<file path="src/rtl/enc_pkg.sv">
`default_nettype none
// ============================================================================
// Module      : enc_pkg
// Description : Shared constants and types for the ENC frame receive path.
//               The key must match the encryption key used by the ALU ENC
//               opcode on the transmit side.
// Contents    : ENC_KEY, ENC_SYNC, ENC_MAX_LEN, dec_state_e, sat_inc8()
// Revision    : 1.0 - initial release
// ============================================================================
package enc_pkg;

    // Default XOR key shared with the ALU ENC opcode.
    localparam logic [7:0] ENC_KEY     = 8'hAB;
    // Decrypted frame-start marker.
    localparam logic [7:0] ENC_SYNC    = 8'h5A;
    // Largest legal payload length in bytes.
    localparam int         ENC_MAX_LEN = 15;

    // Frame parser states.
    typedef enum logic [1:0] {
        ST_HUNT    = 2'd0,
        ST_LEN     = 2'd1,
        ST_PAYLOAD = 2'd2,
        ST_CHECK   = 2'd3
    } dec_state_e;

    // Increment that sticks at 8'hFF instead of wrapping.
    function automatic logic [7:0] sat_inc8(input logic [7:0] v);
        return (v == 8'hFF) ? v : (v + 8'd1);
    endfunction

endpackage
`default_nettype wire

</file>
<file path="src/rtl/sync_fifo.sv">
`default_nettype none
// ============================================================================
// Module      : sync_fifo
// Description : Single-clock first-word fall-through FIFO. The head entry is
//               presented on data_o whenever the FIFO is not empty; when it
//               empties, data_o keeps showing the last entry that left.
// Ports       : clk, rst_n      - clock, asynchronous active-low reset
//               push_i, data_i  - write strobe and data (ignored when full)
//               pop_i           - remove head entry (ignored when empty)
//               full_o, empty_o - occupancy flags
//               data_o          - head entry / last popped entry
// Revision    : 1.0 - initial release
// ============================================================================
module sync_fifo #(
    parameter int WIDTH = 8,
    parameter int DEPTH = 4     // power of 2, at least 2
) (
    input  logic             clk,
    input  logic             rst_n,
    input  logic             push_i,
    input  logic [WIDTH-1:0] data_i,
    input  logic             pop_i,
    output logic             full_o,
    output logic             empty_o,
    output logic [WIDTH-1:0] data_o
);

    localparam int         AW      = $clog2(DEPTH);
    localparam logic [AW:0] PTR_ONE = 1;

    logic [WIDTH-1:0] mem_q [DEPTH];
    // One extra pointer bit distinguishes full from empty when the
    // index bits are equal; pointers simply wrap.
    logic [AW:0]      wr_q;
    logic [AW:0]      rd_q;
    logic [WIDTH-1:0] last_q;

    logic w_do_push;
    logic w_do_pop;
    logic w_full;
    logic w_empty;

    assign w_full    = (wr_q[AW] != rd_q[AW]) && (wr_q[AW-1:0] == rd_q[AW-1:0]);
    assign w_empty   = (wr_q == rd_q);
    assign w_do_push = push_i & ~w_full;
    assign w_do_pop  = pop_i & ~w_empty;

    assign full_o  = w_full;
    assign empty_o = w_empty;
    // When empty the slot under rd_q is stale (or the next write target),
    // so the last value that left the FIFO is shown instead.
    assign data_o  = w_empty ? last_q : mem_q[rd_q[AW-1:0]];

    // Storage needs no reset: it is only ever read when occupied.
    always_ff @(posedge clk) begin
        if (w_do_push) begin
            mem_q[wr_q[AW-1:0]] <= data_i;
        end
    end

    always_ff @(posedge clk or negedge rst_n) begin
        if (!rst_n) begin
            wr_q   <= '0;
            rd_q   <= '0;
            last_q <= '0;
        end else begin
            if (w_do_push) begin
                wr_q <= wr_q + PTR_ONE;
            end
            if (w_do_pop) begin
                rd_q   <= rd_q + PTR_ONE;
                last_q <= mem_q[rd_q[AW-1:0]];
            end
        end
    end

endmodule
`default_nettype wire

</file>
<file path="src/rtl/enc_frame_decoder.sv">
`default_nettype none
// ============================================================================
// Module      : enc_frame_decoder
// Description : Receive side of the ALU ENC operation. Decrypts an XOR-keyed
//               byte stream, parses SYNC / LEN / payload / checksum frames,
//               and streams payload bytes out as a/b operand nibbles through
//               a small FIFO. Payload is released before the checksum is
//               known; frame_err tells the consumer to discard it.
// Ports       : clk, rst_n            - clock, asynchronous active-low reset
//               in_data/in_valid/in_ready    - encrypted input stream
//               out_a/out_b/out_valid/out_ready - decrypted payload stream
//               key_we, key_in        - key load (honoured in HUNT only)
//               frame_ok, frame_err   - one-cycle frame result pulses
//               ok_cnt, err_cnt       - saturating frame counters
// Revision    : 1.0 - initial release
// ============================================================================
module enc_frame_decoder
    import enc_pkg::*;
#(
    parameter logic [7:0] KEY     = ENC_KEY,
    parameter logic [7:0] SYNC    = ENC_SYNC,
    parameter int         MAX_LEN = ENC_MAX_LEN,
    parameter int         DEPTH   = 4
) (
    input  logic       clk,
    input  logic       rst_n,
    input  logic [7:0] in_data,
    input  logic       in_valid,
    output logic       in_ready,
    output logic       out_valid,
    input  logic       out_ready,
    output logic [3:0] out_a,
    output logic [3:0] out_b,
    input  logic       key_we,
    input  logic [7:0] key_in,
    output logic       frame_ok,
    output logic       frame_err,
    output logic [7:0] ok_cnt,
    output logic [7:0] err_cnt
);

    localparam logic [7:0] MAX_LEN_B = 8'(MAX_LEN);

    dec_state_e state_q, state_d;
    logic [7:0] key_q,   key_d;
    logic [7:0] chk_q,   chk_d;
    logic [7:0] rem_q,   rem_d;
    logic       ok_q,    ok_d;
    logic       err_q,   err_d;
    logic [7:0] okc_q,   okc_d;
    logic [7:0] errc_q,  errc_d;

    logic       w_accept;
    logic [7:0] w_dec;
    logic       w_push;
    logic       w_pop;
    logic       w_full;
    logic       w_empty;
    logic [7:0] w_head;

    // Only the payload state writes the FIFO, so only it can stall input.
    assign in_ready = !((state_q == ST_PAYLOAD) && w_full);
    assign w_accept = in_valid & in_ready;
    assign w_dec    = in_data ^ key_q;

    assign out_valid = ~w_empty;
    assign w_pop     = out_valid & out_ready;
    assign out_a     = w_head[7:4];
    assign out_b     = w_head[3:0];

    assign frame_ok  = ok_q;
    assign frame_err = err_q;
    assign ok_cnt    = okc_q;
    assign err_cnt   = errc_q;

    sync_fifo #(
        .WIDTH (8),
        .DEPTH (DEPTH)
    ) u_fifo (
        .clk     (clk),
        .rst_n   (rst_n),
        .push_i  (w_push),
        .data_i  (w_dec),
        .pop_i   (w_pop),
        .full_o  (w_full),
        .empty_o (w_empty),
        .data_o  (w_head)
    );

    always_comb begin
        state_d = state_q;
        key_d   = key_q;
        chk_d   = chk_q;
        rem_d   = rem_q;
        ok_d    = 1'b0;
        err_d   = 1'b0;
        okc_d   = okc_q;
        errc_d  = errc_q;
        w_push  = 1'b0;

        // A byte accepted together with key_we still uses the old key,
        // because w_dec is built from key_q.
        if ((state_q == ST_HUNT) && key_we) begin
            key_d = key_in;
        end

        if (w_accept) begin
            case (state_q)
                ST_HUNT: begin
                    if (w_dec == SYNC) begin
                        state_d = ST_LEN;
                    end
                end
                ST_LEN: begin
                    if (w_dec > MAX_LEN_B) begin
                        err_d   = 1'b1;
                        errc_d  = sat_inc8(errc_q);
                        state_d = ST_HUNT;
                    end else if (w_dec == 8'd0) begin
                        chk_d   = 8'd0;
                        state_d = ST_CHECK;
                    end else begin
                        rem_d   = w_dec;
                        chk_d   = 8'd0;
                        state_d = ST_PAYLOAD;
                    end
                end
                ST_PAYLOAD: begin
                    w_push = 1'b1;
                    chk_d  = chk_q ^ w_dec;
                    if (rem_q == 8'd1) begin
                        state_d = ST_CHECK;
                    end else begin
                        rem_d = rem_q - 8'd1;
                    end
                end
                ST_CHECK: begin
                    if (w_dec == chk_q) begin
                        ok_d  = 1'b1;
                        okc_d = sat_inc8(okc_q);
                    end else begin
                        err_d  = 1'b1;
                        errc_d = sat_inc8(errc_q);
                    end
                    state_d = ST_HUNT;
                end
                default: begin
                    state_d = ST_HUNT;
                end
            endcase
        end
    end

    always_ff @(posedge clk or negedge rst_n) begin
        if (!rst_n) begin
            state_q <= ST_HUNT;
            key_q   <= KEY;
            chk_q   <= 8'd0;
            rem_q   <= 8'd0;
            ok_q    <= 1'b0;
            err_q   <= 1'b0;
            okc_q   <= 8'd0;
            errc_q  <= 8'd0;
        end else begin
            state_q <= state_d;
            key_q   <= key_d;
            chk_q   <= chk_d;
            rem_q   <= rem_d;
            ok_q    <= ok_d;
            err_q   <= err_d;
            okc_q   <= okc_d;
            errc_q  <= errc_d;
        end
    end

endmodule
`default_nettype wire
</file>
<file path="config.mk">
export PLATFORM = sky130hd
export DESIGN_NAME = enc_frame_decoder
export DESIGN_NICKNAME = d
export VERILOG_FILES = /design/src/rtl/enc_pkg.sv /design/src/rtl/sync_fifo.sv /design/src/rtl/enc_frame_decoder.sv
export SDC_FILE = /design/constraint.sdc
export NUM_CORES = 1
export LEC_CHECK = 0
export CAP_MARGIN = 10
export CORE_MARGIN = 2
export CORE_UTILIZATION = 56
export CTS_CLUSTER_DIAMETER = 40
export DETAILED_ROUTE_END_ITERATION = 12
export PLACE_DENSITY = 0.79
export SLEW_MARGIN = 40
export SYNTH_ARGS = -nofsm -noshare
export SYNTH_HDL_FRONTEND = slang
export SYNTH_SLANG_ARGS = --single-unit
</file>
<file path="constraint.sdc">
create_clock -name clk -period 3.4 [get_ports clk]
set_input_delay 0.51 -clock clk [delete_from_list [all_inputs] [get_ports clk]]
set_output_delay 0.51 -clock clk [all_outputs]
set_load 0.05 [all_outputs]
</file>
# == Yosys cells after proc, flatten, opt, wreduce, memory -nomap -nowiden ==
# Memory sizes are Yosys's and may differ from the RTL's.
# Index checks and enable logic that the tools add are counted.
# totals
regBits,58
ram_bits,32
input_bits,21
output_inout_bits,28
elab_cells,85
memories,1
# op_classes
n_addsub,5
order_cmp,1
n_eq_ne,18
mux,27
n_bitwise,9
n_reduce_logical,13
# mem_list
name,depth,word_bits,read_ports,rd_clocked_by_memory_dff,write_ports,line_no,rtl
u_fifo.mem_q,4,8,1,0,1,sync_fifo.sv:31,logic [WIDTH-1:0] mem_q [DEPTH];
# op_table
op,n
8-bit two-way mux,8
8-bit one-hot mux with 2 select lines,3
"8-bit by 1-bit adder with 8-bit output, second input constant",2
"8-bit equality test, second input constant",2
8-bit XOR,2
1-bit two-way mux,11
"2-bit != test, second input constant",5
"8-bit by 1-bit equality test with 1-bit output, second input constant",1
"8-bit by 7-bit equality test with 1-bit output, second input constant",1
8-bit equality test,1
"8-bit by 4-bit greater-than comparator with 1-bit output, second input constant",1
8-bit logical NOT,1
2-bit one-hot mux with 4 select lines,1
4-bit AND reduction,2
"8-bit by 1-bit subtractor with 8-bit output, second input constant",1
"3-bit by 1-bit adder with 3-bit output, second input constant",2
2-bit two-way mux,3
3-bit AND reduction,2
5-bit AND reduction,1
1-bit AND,4
"2-bit equality test, second input constant",2
"2-bit by 1-bit != test with 1-bit output, second input constant",2
2-bit nonzero test,2
3-bit equality test,1
8 further kinds,12

# == Depth between registers and ports, before layout ==
# logic_depth
depth_word,9
ltp_mapped,8

# == Cells and area by module ==
# A second synthesis with hierarchy kept.
# hier_totals
hier_cells,347
area_unflattened_um2,4584.4
# modules_own_cells
module,n_inst,cells_each,area_per_inst_um2,seq_area_each_um2
enc_frame_decoder,1,243,2567.5,1107.3
sync_fifo,1,104,2016.9,1311.3

# == Worst setup path after synthesis ==
# Ideal clock, no wire load.
# synth_path
kind,register -> output
start,reg u_fifo.rd_q[1]
end,out out_a[0]
arrival_time_ns,2.261
path_slack_ns,0.629
path_stages_with_launch,7
n_path_buf,2
path_cell_list,dfrtp_1 clkbuf_1 xor2_1 nor2_1 nand2_1 clkbuf_1 mux2_2
# synth_between
elab_chain_cells,2
# synth_lines
element,line_no,rtl
from (decl),sync_fifo.sv:35,logic [AW:0] rd_q;
from (signal assigned),sync_fifo.sv:71,rd_q <= rd_q + PTR_ONE;
memory read 4 x 8 bit or 3-bit equality test (tied branches),--,
8-bit two-way mux (*),sync_fifo.sv:52,assign data_o = w_empty ? last_q : mem_q[rd_q[AW-1:0]];
to (decl),enc_frame_decoder.sv:32,"output logic [3:0] out_a,"
# Every way passes the cells marked *; elsewhere a longest branch is shown, timed or not.

# == Worst setup path after layout ==
# layout_path
start,reg u_fifo.wr_q[1]
end,out out_b[2]
# layout_between
elab_chain_cells,2
# layout_lines
element,line_no,rtl
from (decl),sync_fifo.sv:34,logic [AW:0] wr_q;
from (signal assigned),sync_fifo.sv:68,wr_q <= wr_q + PTR_ONE;
3-bit equality test,sync_fifo.sv:44,assign w_empty = (wr_q == rd_q);
8-bit two-way mux,sync_fifo.sv:52,
to (decl),enc_frame_decoder.sv:33,"output logic [3:0] out_b,"
# Every way passes these cells.

==> results.json <==
{
  "cts_root_buffer": "clkbuf_8",
  "synthTopCellsByCount": "dfrtp_1, edfxtp_1, mux2_2",
  "synth-simple-area-share": 0.1073,
  "route.met2.wl_um": 4158,
  "highest_layer": "met4",
  "min_path_type": "in -> async",
  "clock-sinks": 90,
  "synth_nets": 368,
  "h-tree-depth": 3,
  "rr_endpoint": "rem_q[5]",
  "gp_congestion": 0.8037,
  "stdcell_count": 506,
  "clkTransAtPathRegs_ns": 0.09,
  "synth_flop_cell": "dfrtp_1",
  "drcViolationCount": 0,
  "ys_top_cells_by_area": "dfrtp_1, edfxtp_1, mux2_2, mux4_2, xnor3_1",
  "cp.required_ns": 2.89,
  "antenna_cells": 0,
  "seq_area_frac_synth": 0.5501,
  "synth_compound_area_frac": 0.07712,
  "setup_ws_ns": 0.2368,
  "clockBufferDepth": 2,
  "vias": 2897,
  "synthCells": 338,
  "io_buffers": 48,
  "synth_top_family_by_area": "multiplexers",
  "regArea_um2": 2419,
  "slew_headroom": 0.4991,
  "holdWs_ns": 0.1168,
  "rrSetupSlack_ns": 0.85,
  "avgSynthCellArea_um2": 13.01,
  "crit_start": "u_fifo.wr_q[1]",
  "die_w_um": 92.61,
  "grt_pass1_wl_um": 14570,
  "core_area_um2": 7647,
  "synth.most_common_cell": "dfrtp_1",
  "syn_area_um2": 4397,
  "start_kind": "flop",
  "first_pass_iters": 4,
  "critPathCaptureType": "output pin",
  "leakage_uw": 0.002171,
  "cts_setup_buffers": 0,
  "drt_iter0_markers": 198,
  "areaGrowthSynthToFinish_pct": 19.52,
  "fin_setup_tns_ns": 0,
  "max_slew.worst_pin.slew_ns": 0.7452,
  "cts-buffers-inserted": 9,
  "ys_types": 48,
  "ios": 49,
  "final_nets": 429,
  "irDropWorstVdd_v": 0.0002436,
  "dieArea_um2": 8576,
  "worstPathArrival_ns": 2.65,
  "synthMuxAreaShare": 0.1175,
  "synth-seq-cells": 90,
  "crit_path_max_fanout": 11,
  "antenna_found_initial": 0,
  "synth_largest_area_cell": "dfrtp_1",
  "clk_latency_ns": 0.36,
  "dpl.cell_count": 490,
  "rr_worst_depth": 6,
  "ant_nets": 0,
  "dieHeight_um": 92.61,
  "cts_resized": 0,
  "status": "complete, no violations",
  "hold_viol_final": 0,
  "slew_viol_final": 0,
  "dp_hpwl_um": 6210,
  "final_layout_size_suffix_gt1_frac": 0.1906,
  "cts_tree": "built",
  "yosysWarnings": 0,
  "row_count": 32,
  "num-fill-cells": 531,
  "multi_input_comb_area_um2": 1888,
  "fin_crit_sh": 0.9304,
  "grt_pass1_vias": 2994,
  "cts_hold_buffers": 0,
  "synth_xor_area_frac": 0.1002,
  "power_uw": 3197,
  "finalSetupViolations": 0,
  "synth-adder-area-share": 0.02561,
  "synth-edff-count": 32,
  "wl_met1_um": 3853,
  "dr_wl_met3_um": 409,
  "viasPerCell": 5.725,
  "grt_use_total": 0.2246,
  "max_cap_viol_count": 0,
  "wirelength_um": 8661,
  "period_needed_ns": 3.163,
  "async_flop_share": 0.6444,
  "wire_per_inst_um": 17.12,
  "power_density_nw_per_um2": 608.4,
  "r2r-start": "key_q[4]",
  "fmax_ghz": 0.3161,
  "yosysTopAreaCellShare": 0.3017,
  "overflow": 0,
  "place_ws_ns": 0.2828,
  "fin_skew_ns": 0.01139,
  "grt_max_degree": 41,
  "crit_type": "reg -> out",
  "rsz0062_at_grt": "no",
  "start_util": 0.5749
}
worst max-delay path, stage by stage, from the launching register on:
cell and delay, ns:
dfrtp_1 0.43, xor2_1 0.31, nor2_1 0.09, nand2_1 0.36
mux2_2 0.40, clkdlybuf4s50_1 0.70
logic make-up (layout without fill, tap and decap cells):
logic type	count (synthesis)	in the layout
flops	90	90
simple gates	88	88
compound gates	52	52
mux	38	38
xor+xnor	36	36
buf+inv	25	91
fa+ha+maj	9	9
registers in the layout, indices dropped and copies added, names as in the netlist, named ones only:
register	flops
u_fifo.rd_q	3
ok_cnt	8
err_cnt	8
state_q	1
u_fifo.wr_q	3
frame_ok	1
key_q	8
u_fifo.mem_q	32
chk_q	8
rem_q	8
frame_err	1
u_fifo.last_q	8
area by class of cell:
| class | instances | share of cell area |
|---|---|---|
| clock buffers | 9 | 0.02357 |
| clock inverters | 7 | 0.01310 |
| inverters | 14 | 0.01000 |
| multi-input cells | 223 | 0.3593 |
| flip-flops and latches | 90 | 0.4602 |
| well taps | 102 | 0.02429 |
| repair buffers | 61 | 0.1095 |
where the power goes:
part / switching [µW] / leakage, µW / total, µW / internal, µW
Combinational: 641 / 0.00104 / 1140 / 500
Sequential: 82.9 / 0.00103 / 1340 / 1250
Clock: 381 / 0.0000987 / 719 / 339
metrics by stage:
step	cell area (µm²)	utilization
finish	5255	0.6872
global route	5255	0.6872
CTS	5255	0.6872
detailed placement	5062	0.6620
global placement	5060	0.6616
floorplan	4397	-
layer usage:
layer / track usage / vias up
met4: 0.1157 / 0
li1: - / 1375
met1: 0.2864 / 1407
met3: 0.03499 / 19
met5: 0 / -
met2: 0.3735 / 96
how the worst max path moves through the flow:
| stage | slack [ns] | cells past startpoint | endpoint |
|---|---|---|---|
| 2_1_floorplan | 0.63 | 6 | out_a[0] |
| 3_3_place_gp | 0.34 | 7 | rem_q[1] |
| 3_5_place_dp | 0.28 | 7 | rem_q[5] |
| 4_1_cts | 0.20 | 4 | out_b[0] |
| 5_1_grt | 0.07 | 4 | out_b[2] |
| 6_report | 0.24 | 5 | out_b[2] |
layout by cell type (no fill, tap or decap), drive strengths merged, types with 9 or more instances in the layout:
cell | Yosys | final
nand2 | 15 | 15
ha | 9 | 9
clkbuf | 7 | 9
mux2 | 29 | 29
xor2 | 11 | 11
nor2 | 22 | 22
buf | 4 | 14
clkdlybuf4s50 | 0 | 47
o21ai | 17 | 17
xnor2 | 17 | 17
o31ai | 12 | 12
inv | 14 | 15
dfrtp | 53 | 53
edfxtp | 32 | 32
Note: power is estimated with default switching activity, not from simulation.
